### src/rtl/otter_pc_ras_pkg.sv
// Shared constants and types for the Otter fetch-stage PC with return-address stack.
package otter_pc_ras_pkg;

  localparam int unsigned DEF_XLEN         = 32;
  localparam int unsigned DEF_RESET_VECTOR = 32'h0000_0000;
  localparam int unsigned DEF_INC          = 4;
  localparam int unsigned DEF_RAS_DEPTH    = 4;

  // Next-PC source, listed from lowest to highest priority
  typedef enum logic [2:0] {
    SEL_HOLD,
    SEL_NEXT,
    SEL_RAS,
    SEL_REDIR,
    SEL_TRAP
  } pc_sel_e;

endpackage

### src/rtl/otter_pc_ras_if.sv
// Fetch-control <-> PC bundle: next-PC requests, RAS controls and PC/RAS status.
interface otter_pc_ras_if
  import otter_pc_ras_pkg::*;
#(
  parameter int unsigned XLEN      = DEF_XLEN,
  parameter int unsigned RAS_DEPTH = DEF_RAS_DEPTH
);
  localparam int unsigned CW = $clog2(RAS_DEPTH) + 1;

  logic            w_en;
  logic [XLEN-1:0] next_addr;
  logic            trap_valid;
  logic [XLEN-1:0] trap_addr;
  logic            redirect_valid;
  logic [XLEN-1:0] redirect_addr;
  logic            ras_push;
  logic            ras_pop;
  logic            ras_flush;
  logic [XLEN-1:0] addr;
  logic [XLEN-1:0] addr_inc;
  logic [CW-1:0]   ras_count;
  logic            ras_empty;
  logic            ras_full;

  modport master (
    output w_en, next_addr, trap_valid, trap_addr, redirect_valid, redirect_addr,
           ras_push, ras_pop, ras_flush,
    input  addr, addr_inc, ras_count, ras_empty, ras_full
  );

  modport slave (
    input  w_en, next_addr, trap_valid, trap_addr, redirect_valid, redirect_addr,
           ras_push, ras_pop, ras_flush,
    output addr, addr_inc, ras_count, ras_empty, ras_full
  );

endinterface

### src/rtl/otter_ras.sv
// Circular return-address stack: a full push overwrites the oldest entry.
module otter_ras
  import otter_pc_ras_pkg::*;
#(
  parameter int unsigned XLEN      = DEF_XLEN,
  parameter int unsigned RAS_DEPTH = DEF_RAS_DEPTH,
  localparam int unsigned PW = $clog2(RAS_DEPTH),
  localparam int unsigned CW = PW + 1
) (
  input  logic            clk,
  input  logic            rst,
  input  logic            push,
  input  logic            pop,
  input  logic            flush,
  input  logic [XLEN-1:0] push_data,
  output logic [XLEN-1:0] top,
  output logic [CW-1:0]   count
);

  logic [XLEN-1:0] mem_q [RAS_DEPTH];
  logic [XLEN-1:0] mem_d [RAS_DEPTH];
  logic [PW-1:0]   ptr_q, ptr_d;
  logic [CW-1:0]   cnt_q, cnt_d;

  // ptr_q always indexes the top entry; when full, ptr_q+1 is the oldest
  always_comb begin
    mem_d = mem_q;
    ptr_d = ptr_q;
    cnt_d = cnt_q;
    if (flush) begin
      cnt_d = '0;
    end else begin
      unique case ({push, pop})
        2'b10: begin
          ptr_d        = ptr_q + PW'(1);
          mem_d[ptr_d] = push_data;
          if (cnt_q != CW'(RAS_DEPTH)) cnt_d = cnt_q + CW'(1);
        end
        2'b01: begin
          if (cnt_q != '0) begin
            ptr_d = ptr_q - PW'(1);
            cnt_d = cnt_q - CW'(1);
          end
        end
        2'b11: begin
          mem_d[ptr_q] = push_data;
          if (cnt_q == '0) cnt_d = CW'(1);
        end
        default: ;
      endcase
    end
  end

  always_ff @(posedge clk) begin
    if (rst) begin
      ptr_q <= '0;
      cnt_q <= '0;
    end else begin
      ptr_q <= ptr_d;
      cnt_q <= cnt_d;
    end
  end

  // Entry contents need no reset; count alone decides validity
  always_ff @(posedge clk) begin
    mem_q <= mem_d;
  end

  assign top   = mem_q[ptr_q];
  assign count = cnt_q;

endmodule

### src/rtl/otter_pc_ras.sv
// Fetch PC register with fixed-priority next-address selection and an integrated RAS.
module otter_pc_ras
  import otter_pc_ras_pkg::*;
#(
  parameter int unsigned     XLEN         = DEF_XLEN,
  parameter logic [XLEN-1:0] RESET_VECTOR = XLEN'(DEF_RESET_VECTOR),
  parameter int unsigned     INC          = DEF_INC,
  parameter int unsigned     RAS_DEPTH    = DEF_RAS_DEPTH
) (
  input  logic           clk,
  input  logic           rst,
  otter_pc_ras_if.slave  bus
);

  localparam int unsigned CW = $clog2(RAS_DEPTH) + 1;

  logic [XLEN-1:0] addr_q, addr_d;
  logic [XLEN-1:0] addr_inc;
  logic [XLEN-1:0] ras_top;
  logic [CW-1:0]   ras_count;
  logic            ras_empty;
  logic            ras_upd;
  pc_sel_e         sel;

  assign addr_inc  = addr_q + XLEN'(INC);
  assign ras_empty = (ras_count == '0);

  // Trap and redirect own the cycle: the RAS must not move under them
  assign ras_upd = bus.w_en && !bus.trap_valid && !bus.redirect_valid;

  always_comb begin
    sel = SEL_HOLD;
    if (bus.trap_valid)                           sel = SEL_TRAP;
    else if (bus.redirect_valid)                  sel = SEL_REDIR;
    else if (bus.w_en && bus.ras_pop && !ras_empty) sel = SEL_RAS;
    else if (bus.w_en)                            sel = SEL_NEXT;

    addr_d = addr_q;
    unique case (sel)
      SEL_TRAP:  addr_d = bus.trap_addr;
      SEL_REDIR: addr_d = bus.redirect_addr;
      SEL_RAS:   addr_d = ras_top;
      SEL_NEXT:  addr_d = bus.next_addr;
      default:   addr_d = addr_q;
    endcase
  end

  always_ff @(posedge clk) begin
    if (rst) addr_q <= RESET_VECTOR;
    else     addr_q <= addr_d;
  end

  otter_ras #(
    .XLEN      (XLEN),
    .RAS_DEPTH (RAS_DEPTH)
  ) u_ras (
    .clk       (clk),
    .rst       (rst),
    .push      (ras_upd && bus.ras_push),
    .pop       (ras_upd && bus.ras_pop),
    .flush     (bus.ras_flush),
    .push_data (addr_inc),
    .top       (ras_top),
    .count     (ras_count)
  );

  assign bus.addr      = addr_q;
  assign bus.addr_inc  = addr_inc;
  assign bus.ras_count = ras_count;
  assign bus.ras_empty = ras_empty;
  assign bus.ras_full  = (ras_count == CW'(RAS_DEPTH));

endmodule

### src/flat_wrapper.sv
// flat-port wrapper written by rule: the top's interface ports become plain ports
module otter_pc_ras_flat import otter_pc_ras_pkg::*;
#(
  parameter int unsigned     XLEN         = DEF_XLEN,
  parameter logic [XLEN-1:0] RESET_VECTOR = XLEN'(DEF_RESET_VECTOR),
  parameter int unsigned     INC          = DEF_INC,
  parameter int unsigned     RAS_DEPTH    = DEF_RAS_DEPTH
)
  (clk, rst, bus_w_en, bus_next_addr, bus_trap_valid, bus_trap_addr, bus_redirect_valid, bus_redirect_addr, bus_ras_push, bus_ras_pop, bus_ras_flush, bus_addr, bus_addr_inc, bus_ras_count, bus_ras_empty, bus_ras_full);
  otter_pc_ras_if #(.XLEN(XLEN), .RAS_DEPTH(RAS_DEPTH)) bus_i ();
  input  logic clk;
  input  logic rst;
  input wire logic [$bits(bus_i.w_en)-1:0] bus_w_en;
  input wire logic [$bits(bus_i.next_addr)-1:0] bus_next_addr;
  input wire logic [$bits(bus_i.trap_valid)-1:0] bus_trap_valid;
  input wire logic [$bits(bus_i.trap_addr)-1:0] bus_trap_addr;
  input wire logic [$bits(bus_i.redirect_valid)-1:0] bus_redirect_valid;
  input wire logic [$bits(bus_i.redirect_addr)-1:0] bus_redirect_addr;
  input wire logic [$bits(bus_i.ras_push)-1:0] bus_ras_push;
  input wire logic [$bits(bus_i.ras_pop)-1:0] bus_ras_pop;
  input wire logic [$bits(bus_i.ras_flush)-1:0] bus_ras_flush;
  output wire logic [$bits(bus_i.addr)-1:0] bus_addr;
  output wire logic [$bits(bus_i.addr_inc)-1:0] bus_addr_inc;
  output wire logic [$bits(bus_i.ras_count)-1:0] bus_ras_count;
  output wire logic [$bits(bus_i.ras_empty)-1:0] bus_ras_empty;
  output wire logic [$bits(bus_i.ras_full)-1:0] bus_ras_full;
  assign bus_i.w_en = bus_w_en;
  assign bus_i.next_addr = bus_next_addr;
  assign bus_i.trap_valid = bus_trap_valid;
  assign bus_i.trap_addr = bus_trap_addr;
  assign bus_i.redirect_valid = bus_redirect_valid;
  assign bus_i.redirect_addr = bus_redirect_addr;
  assign bus_i.ras_push = bus_ras_push;
  assign bus_i.ras_pop = bus_ras_pop;
  assign bus_i.ras_flush = bus_ras_flush;
  assign bus_addr = bus_i.addr;
  assign bus_addr_inc = bus_i.addr_inc;
  assign bus_ras_count = bus_i.ras_count;
  assign bus_ras_empty = bus_i.ras_empty;
  assign bus_ras_full = bus_i.ras_full;
  otter_pc_ras #(.XLEN(XLEN), .RESET_VECTOR(RESET_VECTOR), .INC(INC), .RAS_DEPTH(RAS_DEPTH)) u_core (.clk(clk), .rst(rst), .bus(bus_i));
endmodule
### config.mk
export PLATFORM = sky130hd
export DESIGN_NAME = otter_pc_ras_flat
export DESIGN_NICKNAME = d
export VERILOG_FILES = /design/src/rtl/otter_pc_ras_pkg.sv /design/src/rtl/otter_pc_ras_if.sv /design/src/rtl/otter_ras.sv /design/src/rtl/otter_pc_ras.sv /design/src/flat_wrapper.sv
export SDC_FILE = /design/constraint.sdc
export NUM_CORES = 1
export LEC_CHECK = 0
export BUFFER_PORTS_ARGS = -buffer_cell sky130_fd_sc_hd__buf_2
export CORE_ASPECT_RATIO = 0.7
export CORE_MARGIN = 2
export CORE_UTILIZATION = 35
export CTS_CLUSTER_SIZE = 24
export DETAILED_ROUTE_END_ITERATION = 10
export GPL_ROUTABILITY_DRIVEN = 0
export PLACE_DENSITY_LB_ADDON = 0.12
export SYNTH_ARGS = -nofsm -noshare
export SYNTH_HDL_FRONTEND = slang
export SYNTH_HIERARCHICAL = 1
export SYNTH_SLANG_ARGS = --single-unit
export TNS_END_PERCENT = 100
### constraint.sdc
create_clock -name clk -period 6.6 [get_ports clk]
set_clock_uncertainty 0.1 [all_clocks]
set_input_delay 0.33 -clock clk [delete_from_list [all_inputs] [get_ports clk]]
set_output_delay 0.33 -clock clk [all_outputs]
set_load 0.01 [all_outputs]
Yosys cells after proc, flatten, opt, wreduce, memory -nomap -nowiden
Cells that the tools add are included.
{ "op_classes": {"shifts": 0, "n_bitwise": 3, "addsub": 5, "mul": 0, "div": 0, "order_cmp": 4, "reduce_logical": 21, "n_eq_ne": 12, "muxes": 21} }
{ "ops": {"columns": ["cell", "count"], "rows": [
  ["128-bit bitwise mux", 2],
  ["128-bit case mux with 2 select lines", 1],
  ["32-bit demux with 2-bit select", 2],
  ["32-bit two-way mux", 4],
  ["32-bit case mux with 4 select lines", 1],
  ["32-bit binary-select mux with 2-bit select", 1],
  ["32-bit by 3-bit adder with 32-bit output, second input constant", 1],
  ["3-bit two-way mux", 6],
  ["3-bit case mux with 3 select lines", 1],
  ["1-bit logical AND", 8],
  ["3-bit by 2-bit equality test with 1-bit output, second input constant", 2],
  ["3-bit equality test, second input constant", 2],
  ["3-bit greater-or-equal comparator, second input constant", 2],
  ["3-bit by 1-bit less-than comparator with 1-bit output, second input constant", 2],
  ["2-bit inverter with 3-bit output", 2],
  ["3-bit nonzero test", 2],
  ["2-bit equality test, second input constant", 2],
  ["2-bit != test, second input constant", 2],
  ["2-bit case mux with 2 select lines", 1],
  ["4-bit AND reduction", 1],
  ["2-bit nonzero test", 2],
  ["4-bit nonzero test", 1],
  ["3-bit by 1-bit adder with 3-bit output, second input constant", 1],
  ["3-bit by 1-bit equality test with 1-bit output, second input constant", 1],
  ["14 further kinds", 16]
]} }
{ "totals": {"word_cells": 73, "in_bits": 104, "register_bits": 165, "ram_bits": 0, "out_inout_bits": 69, "n_memories": 0, "latch_bits": 0, "romBits": 0} }

Depth between registers and ports, before layout
Gate-level depths: netlist (run 1).
{ "logic_depth": {"depth_word": 8, "ltp_mapped": 11, "ltp_nobuf": 10} }

Modules after synthesis
The synthesis (run 1) kept the hierarchy.
{ "by_module_without_submodules": {"columns": ["module", "instances", "area_per_inst_um2", "cells_per_inst", "seq_area_each_um2"], "rows": [
  ["otter_ras", 1, 6130.9, 364, 3943.8],
  ["otter_pc_ras", 1, 2517.4, 273, 640.6]
]} }

Worst setup path before layout (run 1)
No wires, ideal clock.
{ "synth_timing": {"path_type": "input-to-reg", "start": "input port bus_trap_valid", "end": "register u_core/u_ras/mem_q[0] in the netlist's numbering, enable pin", "t_required_ns": 6.079, "path_buffers": 3, "arrival_time_ns": 3.203, "path_stages": 8, "setup_time_ns": 0.421, "path_slack_ns": 2.875, "path_cell_list": "nor3b_2 buf_2 and2_1 ha_1 buf_4 mux2i_2 buf_2 nor2_1"} }
{ "synth_between": {"elab_chain_cells": 7} }
{ "synth_lines": {"columns": ["element", "line", "rtl"], "rows": [
  ["from (decl)", "flat_wrapper.sv:15", "input wire logic [$bits(bus_i.trap_valid)-1:0] bus_trap_valid;"],
  ["1-bit zero test (*)", "otter_pc_ras.sv:29", "assign ras_upd = bus.w_en && !bus.trap_valid && !bus.redirect_valid;"],
  ["1-bit logical AND (*) (2 in series)", "otter_pc_ras.sv:29", null],
  ["1-bit logical AND, on equally long branches", "otter_pc_ras.sv:60, otter_pc_ras.sv:59", null],
  ["2-bit equality test", "otter_ras.sv:33", "unique case ({push, pop})"],
  ["2-bit nonzero test (no line) (*)", null, null],
  ["2-bit AND reduction (no line) (*)", null, null],
  ["to (signal assigned)", "otter_ras.sv:66", "mem_q <= mem_d;"],
  ["to (decl)", "otter_ras.sv:20", "logic [XLEN-1:0] mem_q [RAS_DEPTH];"]
]} }
Mark *: on every way between the ends. The rest lies on a longest branch, timed or not.
A chain may end at the register's enable or synchronous reset.

Worst setup path in the final report (run 1)
{ "layout_timing": {"start": "input port bus_trap_valid", "end": "register u_core/u_ras/mem_q[106] in the netlist's numbering, enable pin"} }
The elaborated chain is that of the path after synthesis.

==> results of run 1 <==
cell usage after synthesis (all sizes together) (7+ instances only):
cell type / n
and3: 7
mux2i: 36
xor2: 9
edfxtp: 128
nand2: 9
nand4: 8
mux4: 32
nor2b: 130
clkbuf: 15
inv: 7
a2111oi: 32
dfxtp: 37
nand3: 14
nor2: 44
o22ai: 32
ha: 11
xnor2: 24
buf: 31
power by group through the flow:
stage | Combinational (W) | Sequential [W] | Clock, W
6_report | 0.000263 | 0.00117 | 0.000913
2_1_floorplan | 0.000156 | 0.00118 | 0
3_3_place_gp | 0.000261 | 0.00119 | 0
4_1_cts | 0.000267 | 0.00117 | 0.000928
3_5_place_dp | 0.000266 | 0.00119 | 0
5_1_grt | 0.000285 | 0.00117 | 0.000977
per-stage QoR:
stage / power, W / instances / utilization (%)
after CTS: 0.00236 / 1128 / 42.1
after global placement: 0.00145 / 1096 / 39.9
final: 0.00234 / 1128 / 42.1
after floorplan: 0.00134 / 637 / -
after detailed placement: 0.00145 / 1096 / 39.9
after global routing: 0.00243 / 1128 / 42.1
flip-flops by register name, summed over array words and instances (netlist names):
name,flops
u_core/bus.addr,32
u_core/u_ras/mem_q,128
u_core/u_ras/ptr_q,2
u_core/u_ras/count,3
worst min-delay path by stage:
stage                                    start                                  to  slack (ps)  depth (start not counted)
6_report                         bus_ras_flush  u_core/u_ras/count[2]$_SDFFE_PP0P_          50                          2
5_1_grt                          bus_ras_flush  u_core/u_ras/count[2]$_SDFFE_PP0P_          40                          2
4_1_cts                          bus_ras_flush  u_core/u_ras/count[2]$_SDFFE_PP0P_          40                          2
3_5_place_dp   u_core/bus.addr[2]$_SDFFE_PP0P_     u_core/bus.addr[2]$_SDFFE_PP0P_         460                          2
3_3_place_gp   u_core/bus.addr[3]$_SDFFE_PP0P_     u_core/bus.addr[3]$_SDFFE_PP0P_         440                          2
2_1_floorplan                              rst  u_core/u_ras/ptr_q[0]$_SDFFE_PP0P_         300                          1
layout make-up:
class	count	area share (%)
well taps	325	3.95
clock inverters	15	1.03
repair buffers	180	8.95
clock buffers	17	4.13
multi-input cells	419	37.1
flip-flops and latches	165	44.6
inverters	7	0.255
kinds of logic (layout without fill, tap and decap cells):
group,after synthesis,after routing
compound gates,75,75
xor+xnor,33,33
fa+ha+maj,11,11
buf+inv,53,219
flops,165,165
mux,68,68
simple gates,232,232
per-layer routing:
layer | up-vias | share of wire (%) | wire [microns]
li1 | 2747 | - | -
met1 | 2868 | 49 | 11500
met2 | 158 | 45 | 10400
met3 | 19 | 4.7 | 1100
met4 | 0 | 1.2 | 286
met5 | - | 0 | 0
layout by cell type, fill, tap and decap left out, types with 5 or more instances in the layout:
master      instances
o22ai_1            32
clkbuf_16          17
edfxtp_1          128
buf_2             172
ha_1               11
mux2i_1            32
nand2_1             9
xor2_1              9
dfxtp_1            35
nand4_1             8
nand3_1            14
nor2b_1           130
a2111oi_2          30
buf_4               8
inv_1               6
mux4_1             30
xnor2_1            24
nor2_1             40
clkinvlp_4          5
and3_1              7
==> results.md, run 1 <==
* Mapped Avg Cell Area at 13.6 sq um
* R2r worst-path depth at 4
* Die area at 26000 sq um
* Reg-to-reg critical path endpoint: u_core/u_ras/mem_q[106]$_DFFE_PP_
* Grt ovf at 0
* Critical path's slowest cell: mux2i_4
* Setup WS post-layout at 2580 ps
* Worst path max stage delay at 1080 ps
* Met2 GRT Util at 28.0%
* Initial antenna violation count at 0
* FF-to-FF Start: u_core/u_ras/ptr_q[1]$_SDFFE_PP0P_
* Synth Register Bits at 165
* Synth warn at 6
* Critical path's top delay family: simple AND/OR/NAND/NOR gates
* Internal Power at 0.00174 W
* Combinational family with the most area after synthesis: simple AND/OR/NAND/NOR gates
* Detailed Place HPWL at 15100 microns
* DRT Wirelength at 23300 microns
* Worst Path Max Fanout at 33
* Post-Synth XOR/XNOR Area at 3.34%
* Setup TNS at 0 ps
* CTS H-tree lvls at 4
* Post-layout min period at 4020 ps
* DIE WIDTH at 192 microns
* Syn Nets at 752
* Post-CTS Setup Bufs at 0
* Initial Util at 35.4%
* Final ANT Viol Nets at 0
* Final Max Tran Viols at 0
* Vias at 5792
* Diodes inserted at 0
* Part of the Yosys area used for sequential elements at 53.0%
* Synth area leaders: edfxtp_1 (44%), nor2b_1 (9.4%), mux4_1 (9.1%)
* Worst Path Required at 6560 ps
* Area grow syn2layout at 19.0%
* Register area at 4590 sq um
* Cells after Synth at 637
* Pin count of the biggest net entering global routing at 37
* Mapped cell area at 8650 sq um
* Worst Setup Start Kind: input pin
* Hold_buf cts at 0
* Net Sw Power at 0.000605 W
* DRT iter0 DRCs at 288
* Global routing met3 resource utilization at 3.55%
* Vias in the first global route at 5765
* GRT Util Overall at 18.2%
* Slew @ Worst Pin at 1200 ps
* Number of synthesized flops with an enable pin at 128
* Critical-path cell list: buf_2 > nor3b_4 > and2_1 > ha_1 > mux2i_4 > nor2_4
* TritonCTS clock tree: built
* Root Buffer: clkbuf_16
* Clock-pin slew on the worst setup and hold paths at 60 ps
* GR peak layer: met2
* Worst min path class: input pin to flip-flop
* Final instance area at 10300 sq um
* Sequential power share at 49.8%
* DP Worst Slack at 2040 ps
* Critical path capture point type: flip-flop
* Share of power burned in the clock network at 39.0%
* WP depth at 6
* Clock Path Buffers at 2
* Placed cell area at 9760 sq um
* Setup violators final at 0
* Setup repair after global routing missed its margin: no
* CTS Sinks at 165
* Power share of the combinational group at 11.2%
* Yosys top cell by area: edfxtp_1
* Crit Path Class: input pin to flip-flop
* Simple-gate area share of the yosys netlist at 15.5%
* Fmax achieved at 0.248 GHz
* Maxcap violations at 0
* Status: completed
* Reg2reg setup slack at 3370 ps
* Synth Area in Compound Gates at 8.85%
* Fin nets at 905
* IO Pins at 173
* Layout cells sized above 1 at 32.4%
* Max-slew headroom at 18.2%
* Avg Vias per Cell at 5.13
* First-pass GRT wire length at 34400 microns
* GRT met1 Usage at 26.2%
* Drt wl/cell at 20.6 microns
* Fin crit share at 61.0%
* Sw Ratio at 25.8%
* Mux contribution to synthesized area at 14.0%
* Fillers at 2287
* Area occupied by multi-input gates at 3820 sq um
* Hold Vio Cnt, Final at 0
* Clock latency at the later pin of the worst-skew pair at 440 ps
* Worst setup startpoint: bus_trap_valid
* Worst path bufs/invs at 1
* Count of input and output buffers at 172
* Hold_ws at 49.5 ps
* Crit path DAT at 3980 ps
* Leakage at 3.53 nW
* Setup crit end: u_core/u_ras/mem_q[106]$_DFFE_PP_
* TritonCTS Buffers at 17
* CTS resizes at 0
* Cell variety after synth at 46
* DRT Pass-1 Iters at 5
* Prevailing post-synth register cell: edfxtp_1
* Core ar. at 24400 sq um
* Async SR Flop Fraction at 0%
* Share of Yosys cell area claimed by the top area cell type at 44.4%
* Pwr Density at 228 nW/um^2
* Adder-cell share of the synthesized area at 1.59%
* Residual DRC count at 0
* Peak VDD IR at 0.185 mV
* Row cnt at 48
* Die Span Y at 136 microns
No activity file was read; power rests on OpenSTA's default activity.
==> run 2, diff against run 1 <==
==> constraint.sdc (replaced) <==
create_clock -name clk -period 4.17 [get_ports clk]
set_clock_uncertainty 0.1 [all_clocks]
set_input_delay 0.2085 -clock clk [delete_from_list [all_inputs] [get_ports clk]]
set_output_delay 0.2085 -clock clk [all_outputs]
set_load 0.01 [all_outputs]
==> run 2 against run 1 <==
  * Combinational power rose by 60%
  * Sequential power rose by 58%
  * Sequential cell count did not move
  * Design area rose by 1.3%
==> results.md, run 2 (same netlist as run 1, synthesis figures left out) <==
* Status: completed
* DP Worst Slack at 941 ps
* Drt wl/cell at 21.3 microns
* Fin nets at 915
* Hold_buf cts at 2
* Pin count of the biggest net entering global routing at 34
* TritonCTS clock tree: built
* Setup violators final at 0
* Hold Vio Cnt, Final at 0
* Worst hold stages at 3
* Hold_ws at 34.4 ps
* CTS Sinks at 165
* Leading cell types in the layout, fill and taps excluded: buf_2 (172), nor2b_1 (130), edfxtp_1 (128)
* Fmax achieved at 0.319 GHz
* Critical path capture point type: output pin
* Worst min path class: input pin to flip-flop
* Avg Vias per Cell at 5.19
* Setup WS post-layout at 1030 ps
* CTS resizes at 0
* Leakage at 3.60 nW
* Grt ovf at 0
* DRT Pass-1 Iters at 5
* Root Buffer: clkbuf_16
* Clock-pin slew on the worst setup and hold paths at 60 ps
* Vias in the first global route at 5959
* Vias at 5911
* Area grow syn2layout at 20.5%
* Maxcap violations at 0
* Crit Path Class: flip-flop to output pin
* Clock latency at the later pin of the worst-skew pair at 420 ps
* Initial antenna violation count at 0
* DIE WIDTH at 192 microns
* Crit path DAT at 2830 ps
* Worst Path Required at 3860 ps
* Post-CTS Setup Bufs at 0
* DRT Wirelength at 24300 microns
* Register area at 4590 sq um
* Slew @ Worst Pin at 893 ps
* Pwr Density at 364 nW/um^2
* Peak VDD IR at 0.319 mV
* Layout cells sized above 1 at 32.7%
* Row cnt at 48
* Post-layout min period at 3140 ps
* Largest reg by FF count: u_core/u_ras/mem_q
* TritonCTS Buffers at 17
* Fin crit share at 75.2%
* Count of input and output buffers at 172
* Residual DRC count at 0
* Die Span Y at 136 microns
* Core ar. at 24400 sq um
* Setup repair after global routing missed its margin: no
* Setup TNS at 0 ps
* IO Pins at 173
* Max-slew headroom at 40.3%
* DRT iter0 DRCs at 419
* R2r worst-path depth at 5
* Worst Path Max Fanout at 7
* Worst Setup Start Kind: flip-flop
* First-pass GRT wire length at 36000 microns
* Final ANT Viol Nets at 0
* GRT Util Overall at 19.0%
* Diodes inserted at 0
* Die area at 26000 sq um
* Area occupied by multi-input gates at 3820 sq um
* Initial Util at 35.4%
* Flip-flop count of the largest register after layout at 128
* Commonest non-fill, non-tap cell in the layout: buf_2
* Detailed Place HPWL at 16400 microns
* CTS H-tree lvls at 4
* Clock Path Buffers at 2
* Fillers at 2251
* Final Max Tran Viols at 0
-- run 2: routing by layer --
metal	vias up	track usage [%]	wire (microns)
met2	199	30.7	11200
met3	20	3.26	1380
li1	2756	-	-
met4	0	5.34	240
met1	2936	26.2	11400
met5	-	0	0
-- run 2: layout make-up --
class                           count  share of cell area, %
Sequential cell                   165                   44.0
Clock buffer                       22                   4.36
Multi-Input combinational cell    419                   36.6
Timing Repair Buffer              190                   9.84
Clock inverter                     10                   1.04
Tap cell                          325                   3.90
Inverter                            7                  0.252
-- run 2: worst max-delay path: stages, from the launching register on --
cell and delay, ps:
dfxtp_1 470, and4_1 590, nor2b_1 510, nand3_1 230, xnor2_1 360, buf_2 240
-- run 2: power breakdown --
part           leakage, nW  switching, W  internal [W]
Sequential            1.28     0.0000533       0.00179
Combinational         2.05      0.000226      0.000196
Clock                0.264      0.000637      0.000893
Total                 3.60      0.000916       0.00288
-- run 2: worst paths after layout --
kind                                                 startpoint                                 to  slack [ps]
worst min-delay path                       bus_redirect_addr[1]    u_core/bus.addr[1]$_SDFFE_PP0P_          30
worst min register to register  u_core/bus.addr[3]$_SDFFE_PP0P_    u_core/bus.addr[3]$_SDFFE_PP0P_         460
worst max register to register  u_core/bus.addr[4]$_SDFFE_PP0P_  u_core/u_ras/mem_q[127]$_DFFE_PP_        1570
worst max-delay path            u_core/bus.addr[4]$_SDFFE_PP0P_                   bus_addr_inc[31]        1030
-- run 2: metrics by stage --
stage	utilization, %	total power (W)	cells	cell area, sq um
after floorplan	-	0.00212	637	8650
after global placement	40.3	0.00230	1104	9840
after detailed placement	40.3	0.00231	1104	9840
after CTS	42.6	0.00384	1138	10400
after global routing	42.6	0.00393	1138	10400
final	42.6	0.00380	1138	10400
